$ cat src/rtl/axi_read_arbiter.sv
// Round-robin arbiter sharing one AXI read channel (AR + R)
// between NUM_REQ burst-read requesters; one burst outstanding at a time.
module axi_read_arbiter #(
    parameter  int NUM_REQ   = 2,
    parameter  int ADDR_SIZE = 32,
    parameter  int DATA_SIZE = 32,
    parameter  int LEN_W     = 8,
    localparam int GW        = $clog2(NUM_REQ)
) (
    input  logic                         i_aclk,
    input  logic                         i_areset,
    input  logic [NUM_REQ-1:0]           i_ar_valid,
    input  logic [NUM_REQ*ADDR_SIZE-1:0] i_ar_addr,
    input  logic [NUM_REQ*LEN_W-1:0]     i_ar_len,
    output logic [NUM_REQ-1:0]           o_ar_ready,
    output logic [NUM_REQ-1:0]           o_r_valid,
    output logic [DATA_SIZE-1:0]         o_r_data,
    output logic [1:0]                   o_r_resp,
    output logic                         o_r_last,
    input  logic [NUM_REQ-1:0]           i_r_ready,
    output logic                         o_m_ar_valid,
    output logic [ADDR_SIZE-1:0]         o_m_ar_addr,
    output logic [LEN_W-1:0]             o_m_ar_len,
    input  logic                         i_m_ar_ready,
    input  logic                         i_m_r_valid,
    input  logic [DATA_SIZE-1:0]         i_m_r_data,
    input  logic [1:0]                   i_m_r_resp,
    input  logic                         i_m_r_last,
    output logic                         o_m_r_ready,
    output logic [GW-1:0]                o_grant,
    output logic                         o_busy,
    output logic                         o_len_err
);

    typedef enum logic [1:0] {IDLE, ADDR, DATA} state_t;

    state_t               state_q;
    logic [GW-1:0]        grant_q;
    logic [GW-1:0]        last_q;
    logic [GW-1:0]        sel_d;
    logic [ADDR_SIZE-1:0] addr_q;
    logic [LEN_W-1:0]     len_q;
    logic [LEN_W-1:0]     cnt_q;
    logic                 err_q;
    logic                 arv_q;
    logic                 busy_q;
    logic                 in_addr;
    logic                 in_data;
    logic                 beat_hs;

    // Walk downward so the last assignment wins: the first set bit after last_q.
    always_comb begin
        int j;
        sel_d = '0;
        j     = 0;
        for (int i = NUM_REQ; i >= 1; i--) begin
            j = int'(last_q) + i;
            if (j >= NUM_REQ) j = j - NUM_REQ;
            if (i_ar_valid[j]) sel_d = GW'(j);
        end
    end

    assign in_addr = (state_q == ADDR);
    assign in_data = (state_q == DATA);
    assign beat_hs = in_data && i_m_r_valid && i_r_ready[grant_q];

    assign o_ar_ready  = (in_addr && i_m_ar_ready) ? (NUM_REQ'(1) << grant_q) : '0;
    assign o_r_valid   = (in_data && i_m_r_valid) ? (NUM_REQ'(1) << grant_q) : '0;
    assign o_m_r_ready = in_data && i_r_ready[grant_q];
    assign o_r_data    = in_data ? i_m_r_data : '0;
    assign o_r_resp    = in_data ? i_m_r_resp : '0;
    assign o_r_last    = in_data && i_m_r_last;

    assign o_m_ar_valid = arv_q;
    assign o_m_ar_addr  = addr_q;
    assign o_m_ar_len   = len_q;
    assign o_grant      = grant_q;
    assign o_busy       = busy_q;
    assign o_len_err    = err_q;

    always_ff @(posedge i_aclk or posedge i_areset) begin
        if (i_areset) begin
            state_q <= IDLE;
            grant_q <= '0;
            last_q  <= GW'(NUM_REQ - 1);
            addr_q  <= '0;
            len_q   <= '0;
            cnt_q   <= '0;
            err_q   <= 1'b0;
            arv_q   <= 1'b0;
            busy_q  <= 1'b0;
        end else begin
            unique case (state_q)
                IDLE: begin
                    if (|i_ar_valid) begin
                        grant_q <= sel_d;
                        addr_q  <= i_ar_addr[sel_d*ADDR_SIZE +: ADDR_SIZE];
                        len_q   <= i_ar_len[sel_d*LEN_W +: LEN_W];
                        arv_q   <= 1'b1;
                        busy_q  <= 1'b1;
                        state_q <= ADDR;
                    end
                end
                ADDR: begin
                    if (i_m_ar_ready) begin
                        cnt_q   <= '0;
                        arv_q   <= 1'b0;
                        state_q <= DATA;
                    end
                end
                DATA: begin
                    if (beat_hs) begin
                        cnt_q <= cnt_q + LEN_W'(1);
                        // Counter holds beats already taken, so the last beat sees arlen.
                        if (i_m_r_last) begin
                            if (cnt_q != len_q) err_q <= 1'b1;
                            last_q  <= grant_q;
                            busy_q  <= 1'b0;
                            state_q <= IDLE;
                        end
                    end
                end
                default: state_q <= IDLE;
            endcase
        end
    end

endmodule

$ cat config.mk
export PLATFORM = sky130hd
export DESIGN_NAME = axi_read_arbiter
export DESIGN_NICKNAME = d
export VERILOG_FILES = /design/src/rtl/axi_read_arbiter.sv
export SDC_FILE = /design/constraint.sdc
export NUM_CORES = 1
export LEC_CHECK = 0
export BUFFER_PORTS_ARGS = -buffer_cell sky130_fd_sc_hd__clkbuf_2
export CORE_MARGIN = 2
export CORE_UTILIZATION = 30
export CTS_CLUSTER_DIAMETER = 40
export DETAILED_ROUTE_END_ITERATION = 16
export SLEW_MARGIN = 20
export SYNTH_ARGS = -nofsm -noshare
export SYNTH_HDL_FRONTEND = slang
export SYNTH_SLANG_ARGS = --single-unit
$ cat constraint.sdc
create_clock -name i_aclk -period 1.8 [get_ports i_aclk]
set_input_delay 0 -clock i_aclk [delete_from_list [all_inputs] [get_ports i_aclk]]
set_output_delay 0 -clock i_aclk [all_outputs]
set_load 0.05 [all_outputs]
==> results.txt <==
- The run finished with clean final reports.
- Measured along the y axis, the die boundary spans 102 µm.
- Number of global-route vias before repair: 2987
- Post-CTS Setup Repair Bufs: 0
* Largest delay contributor family on the critical path: buffers and inverters
- The number of placed instances, taps included, is 621.
* Final standard cell count with taps included and fillers excluded: a little under 700
- Hold Worst Slack: 3.31 ps
- The post-route netlist has about 43% of its cells at a drive strength greater than 1.
- The path with the worst hold slack has its endpoint at o_m_ar_len[4].
* Number of remaining DRC errors: 0
- Crit. path cell count: 5
* Worst EP required: 1990 ps
* Routed vias/inst: 4.40
* Max Cap Viol: 0
- CTS built an H-tree with a depth of 2.
- IR analysis of the VDD net gives a maximum drop of 0.000771 V.
- In this run the power density over the cells is 1610 nW/µm².
- Number of buffers and inverters on the critical path: 2
- Data arrives at the worst endpoint at 1980 ps.
- Type of element capturing the critical path: flip-flop
- The die is 102 µm wide.
- Clock Latency Late Sink: between 300 and 400 ps
* CTS buffer count: 5
* Minimum period implied by the final worst setup slack: approximately 1800 ps
* Post-Synthesis Cell Area: 2880 µm²
* Path class of the lowest-slack min-delay path: input pin to flip-flop
- Sequential-to-total area share from yosys stat: 47.9%
* Area growth, synth to finish: 69.1%
- Top-level I/O count: 207
- Global-route congestion overflow total: 0
* Met3 Routed Length: 603 µm
- The clock passes through at most 2 buffers.
- Post-Syn Area per Cell: 9.66 µm²
- The detailed router placed 3017 vias in this run.
- Once detailed placement completed, the half-perimeter wirelength came to 6650 µm.
- Crit Reg-Reg Startpoint: last_q
- The die covers 10400 µm².
- Actual transition at the worst max-transition pin: 490 ps
- Post-synthesis cell type with the largest combined area: sky130_fd_sc_hd__dfrtp_1
- Distinct cells, synth: 32
- For this run, the slowest stage of the critical path takes 560 ps.
- Number of sinks on the clock net: 55
- Measured against its own limit, the worst slew margin works out to around 67%.
* Buffer cell driving the clock tree root: sky130_fd_sc_hd__clkbuf_8
- Reg-to-Reg End: o_m_ar_addr[16]
- Static timing analysis puts the maximum clock frequency at between 0.5 and 0.6 GHz.
- The number of cells on the worst reg-to-reg path is 5.
- CTS tree: yes
- Layout Nets: 680
* Highest metal layer used by the detailed router: met4
- The detailed router put a total of 3460 µm of wire on met1.
- Combined global-route utilization of all metal layers: 17.0%
- The core region is between 9000 and 10000 µm².
- Setup repair after global routing missed its margin: true
* Number of routed nets with antenna violations: 0
- Leading cell types by total area after synthesis: sky130_fd_sc_hd__dfrtp_1, sky130_fd_sc_hd__mux2i_1, sky130_fd_sc_hd__o21ai_0, sky130_fd_sc_hd__and2_1, sky130_fd_sc_hd__nand2_1
* Average wire per standard cell: approximately 13 µm
* Metal2 WL: 5040 µm
* Total of flip-flops plus latches after synthesis: 55
- GPL Wtd Cong: around 0.83
- Detailed-route wire length: 9170 µm
- Among all stages on the critical path, the largest delay is contributed by sky130_fd_sc_hd__dlygate4sd3_1.
- Yosys printed 0 warnings.
- Class of the most critical setup path: flip-flop to flip-flop
- The first routing iteration left 92 violations.
- The floorplan has 35 rows.
- Total count of max-transition violations in the final report: 0
* Antenna violations before repair: 0
* Number of endpoints failing setup at the final stage: 0
- Worst slack at placement: ~120 ps
* Most frequent cells in the layout: sky130_fd_sc_hd__clkbuf_2, sky130_fd_sc_hd__dfrtp_1, sky130_fd_sc_hd__nand2_1
- Internal reg-to-reg setup slack: 20 ps
* Clock edge transition at the registers on the reported setup and hold paths: between 100 and 150 ps
- For this configuration, the core starts out at a cell density of 31.0%.
- After synthesis, the largest area contributor takes up roughly 47% of total cell area.
* Area of combinational cells with multiple inputs: 1450 µm²
* Worst hold path depth: 3
- Critical path fanouts, max: 29
* Part of the cycle the worst path needs: 99.1%
- The first TritonRoute pass finished after 4 iterations.
- Count of buffers inserted at the top-level ports: 206
- Kind of start point of the critical path: flip-flop
- Leakage: 2.67 nW
* Most common library cell in the layout ignoring fill and taps: sky130_fd_sc_hd__clkbuf_2
- Total power: 7.82 mW
- Hold Startpoint: i_ar_len[4]
* Post-Synthesis Net Count: ~420
- First-pass GRT wire length: around 14000 µm
- Entering global routing, the biggest net connects 41 pins.
- The layout has 846 filler cells.
- The final-report hold violation count is 0.
- Walking the worst path, the cells encountered are a21boi_4 -> buf_12 -> mux2i_1 -> dlygate4sd3_1 -> o21ai_0.
* Reg area: approximately 1400 µm²
* Final Worst Setup Slack: 16.7 ps
- Clock skew after layout: 13.7 ps
- Number of instances in the synthesized netlist: approximately 300
- 0 antenna diodes ended up in the layout.
==> cell families after synthesis <==
kind of cell	Yosys count	synth area share (%)
simple gates	115	20.5
buf+inv	21	2.96
fa+ha+maj	1	0.435
xor+xnor	14	4.26
compound gates	50	9.17
mux	42	14.8
flops	55	47.9
==> worst reg2reg max path: stages (launching register included) <==
cell and delay (ps):
sky130_fd_sc_hd__dfstp_2 410, sky130_fd_sc_hd__a21boi_4 160, sky130_fd_sc_hd__buf_12 230, sky130_fd_sc_hd__mux2i_1 230, sky130_fd_sc_hd__dlygate4sd3_1 560, sky130_fd_sc_hd__o21ai_0 70
==> registers in the layout (all words and copies together), names as in the netlist <==
name          count
cnt_q             8
o_busy            1
state_q           2
o_grant           1
o_len_err         1
last_q            1
o_m_ar_addr      32
o_m_ar_valid      1
o_m_ar_len        8
==> how the worst max path moves through the flow <==
stage | start | endpoint | slack [ps]
floorplan | o_grant | cnt_q[1] | 9
CTS | last_q | o_m_ar_addr[7] | 20
detailed placement | o_grant | cnt_q[1] | 120
finish | last_q | o_m_ar_addr[16] | 20
global placement | o_grant | cnt_q[1] | 210
global route | last_q | o_m_ar_addr[16] | -100
==> routing by layer <==
layer	vias up	global-route usage, %
met5	-	0
li1	1515	-
met3	6	2.87
met1	1359	18.1
met4	0	3.79
met2	137	34.6
==> cells in the mapped netlist <==
cell                       instances
sky130_fd_sc_hd__dfrtp_1          54
sky130_fd_sc_hd__nand2_1          48
sky130_fd_sc_hd__o21ai_0          44
sky130_fd_sc_hd__mux2i_1          40
sky130_fd_sc_hd__and2_1           35
sky130_fd_sc_hd__clkbuf_1         14
sky130_fd_sc_hd__xnor2_1          14
sky130_fd_sc_hd__nor2_1           12
sky130_fd_sc_hd__buf_2             5
sky130_fd_sc_hd__nand4_1           3
sky130_fd_sc_hd__nor4_1            3
sky130_fd_sc_hd__a21oi_1           2
sky130_fd_sc_hd__inv_1             2
sky130_fd_sc_hd__nand2b_1          2
sky130_fd_sc_hd__nor3_1            2
sky130_fd_sc_hd__or2_2             2
sky130_fd_sc_hd__a21boi_0          1
sky130_fd_sc_hd__a22o_2            1
sky130_fd_sc_hd__a31o_2            1
sky130_fd_sc_hd__and2_2            1
sky130_fd_sc_hd__and3_2            1
sky130_fd_sc_hd__dfstp_2           1
sky130_fd_sc_hd__ha_1              1
sky130_fd_sc_hd__mux2_2            1
sky130_fd_sc_hd__mux2i_2           1
sky130_fd_sc_hd__nand3_1           1
sky130_fd_sc_hd__nand3b_1          1
sky130_fd_sc_hd__nand4b_1          1
sky130_fd_sc_hd__nor2b_1           1
sky130_fd_sc_hd__nor3b_1           1
sky130_fd_sc_hd__nor4b_4           1
sky130_fd_sc_hd__o31ai_1           1
==> timing repair <==
action                                  4_1_cts  5_1_grt
gates resized for setup                       1       21
hold buffers                                 57        0
endpoints found under the setup margin        1       53
endpoints found under the hold margin        52        0
==> cell type report <==
type                            instances  share of cell area (%)
Timing Repair Buffer                  270                    36.0
Multi-Input combinational cell        222                    29.8
Sequential cell                        55                    28.4
Tap cell                              129                    3.32
Clock buffer                            5                    1.41
Clock inverter                          3                   0.951
Inverter                                2                   0.154
==> power by group <==
| part | leakage, nW | total, mW | switching, mW | internal (mW) |
|---|---|---|---|---|
| registers | 0.681 | 2.18 | 0.411 | 1.77 |
| logic | 1.93 | 4.79 | 3.47 | 1.33 |
| clock network | 0.0548 | 0.848 | 0.428 | 0.420 |
==> stage by stage <==
step / instance area [µm²] / TNS, ps / util [%]
after floorplan: 2880 / 0 / -
after global placement: 4130 / 0 / 44.5
after detailed placement: 4130 / 0 / 44.5
after CTS: 4820 / 0 / 52.0
after global routing: 4870 / -135 / 52.4
final: 4870 / 0 / 52.4
No activity file was read; power rests on OpenSTA's default activity.
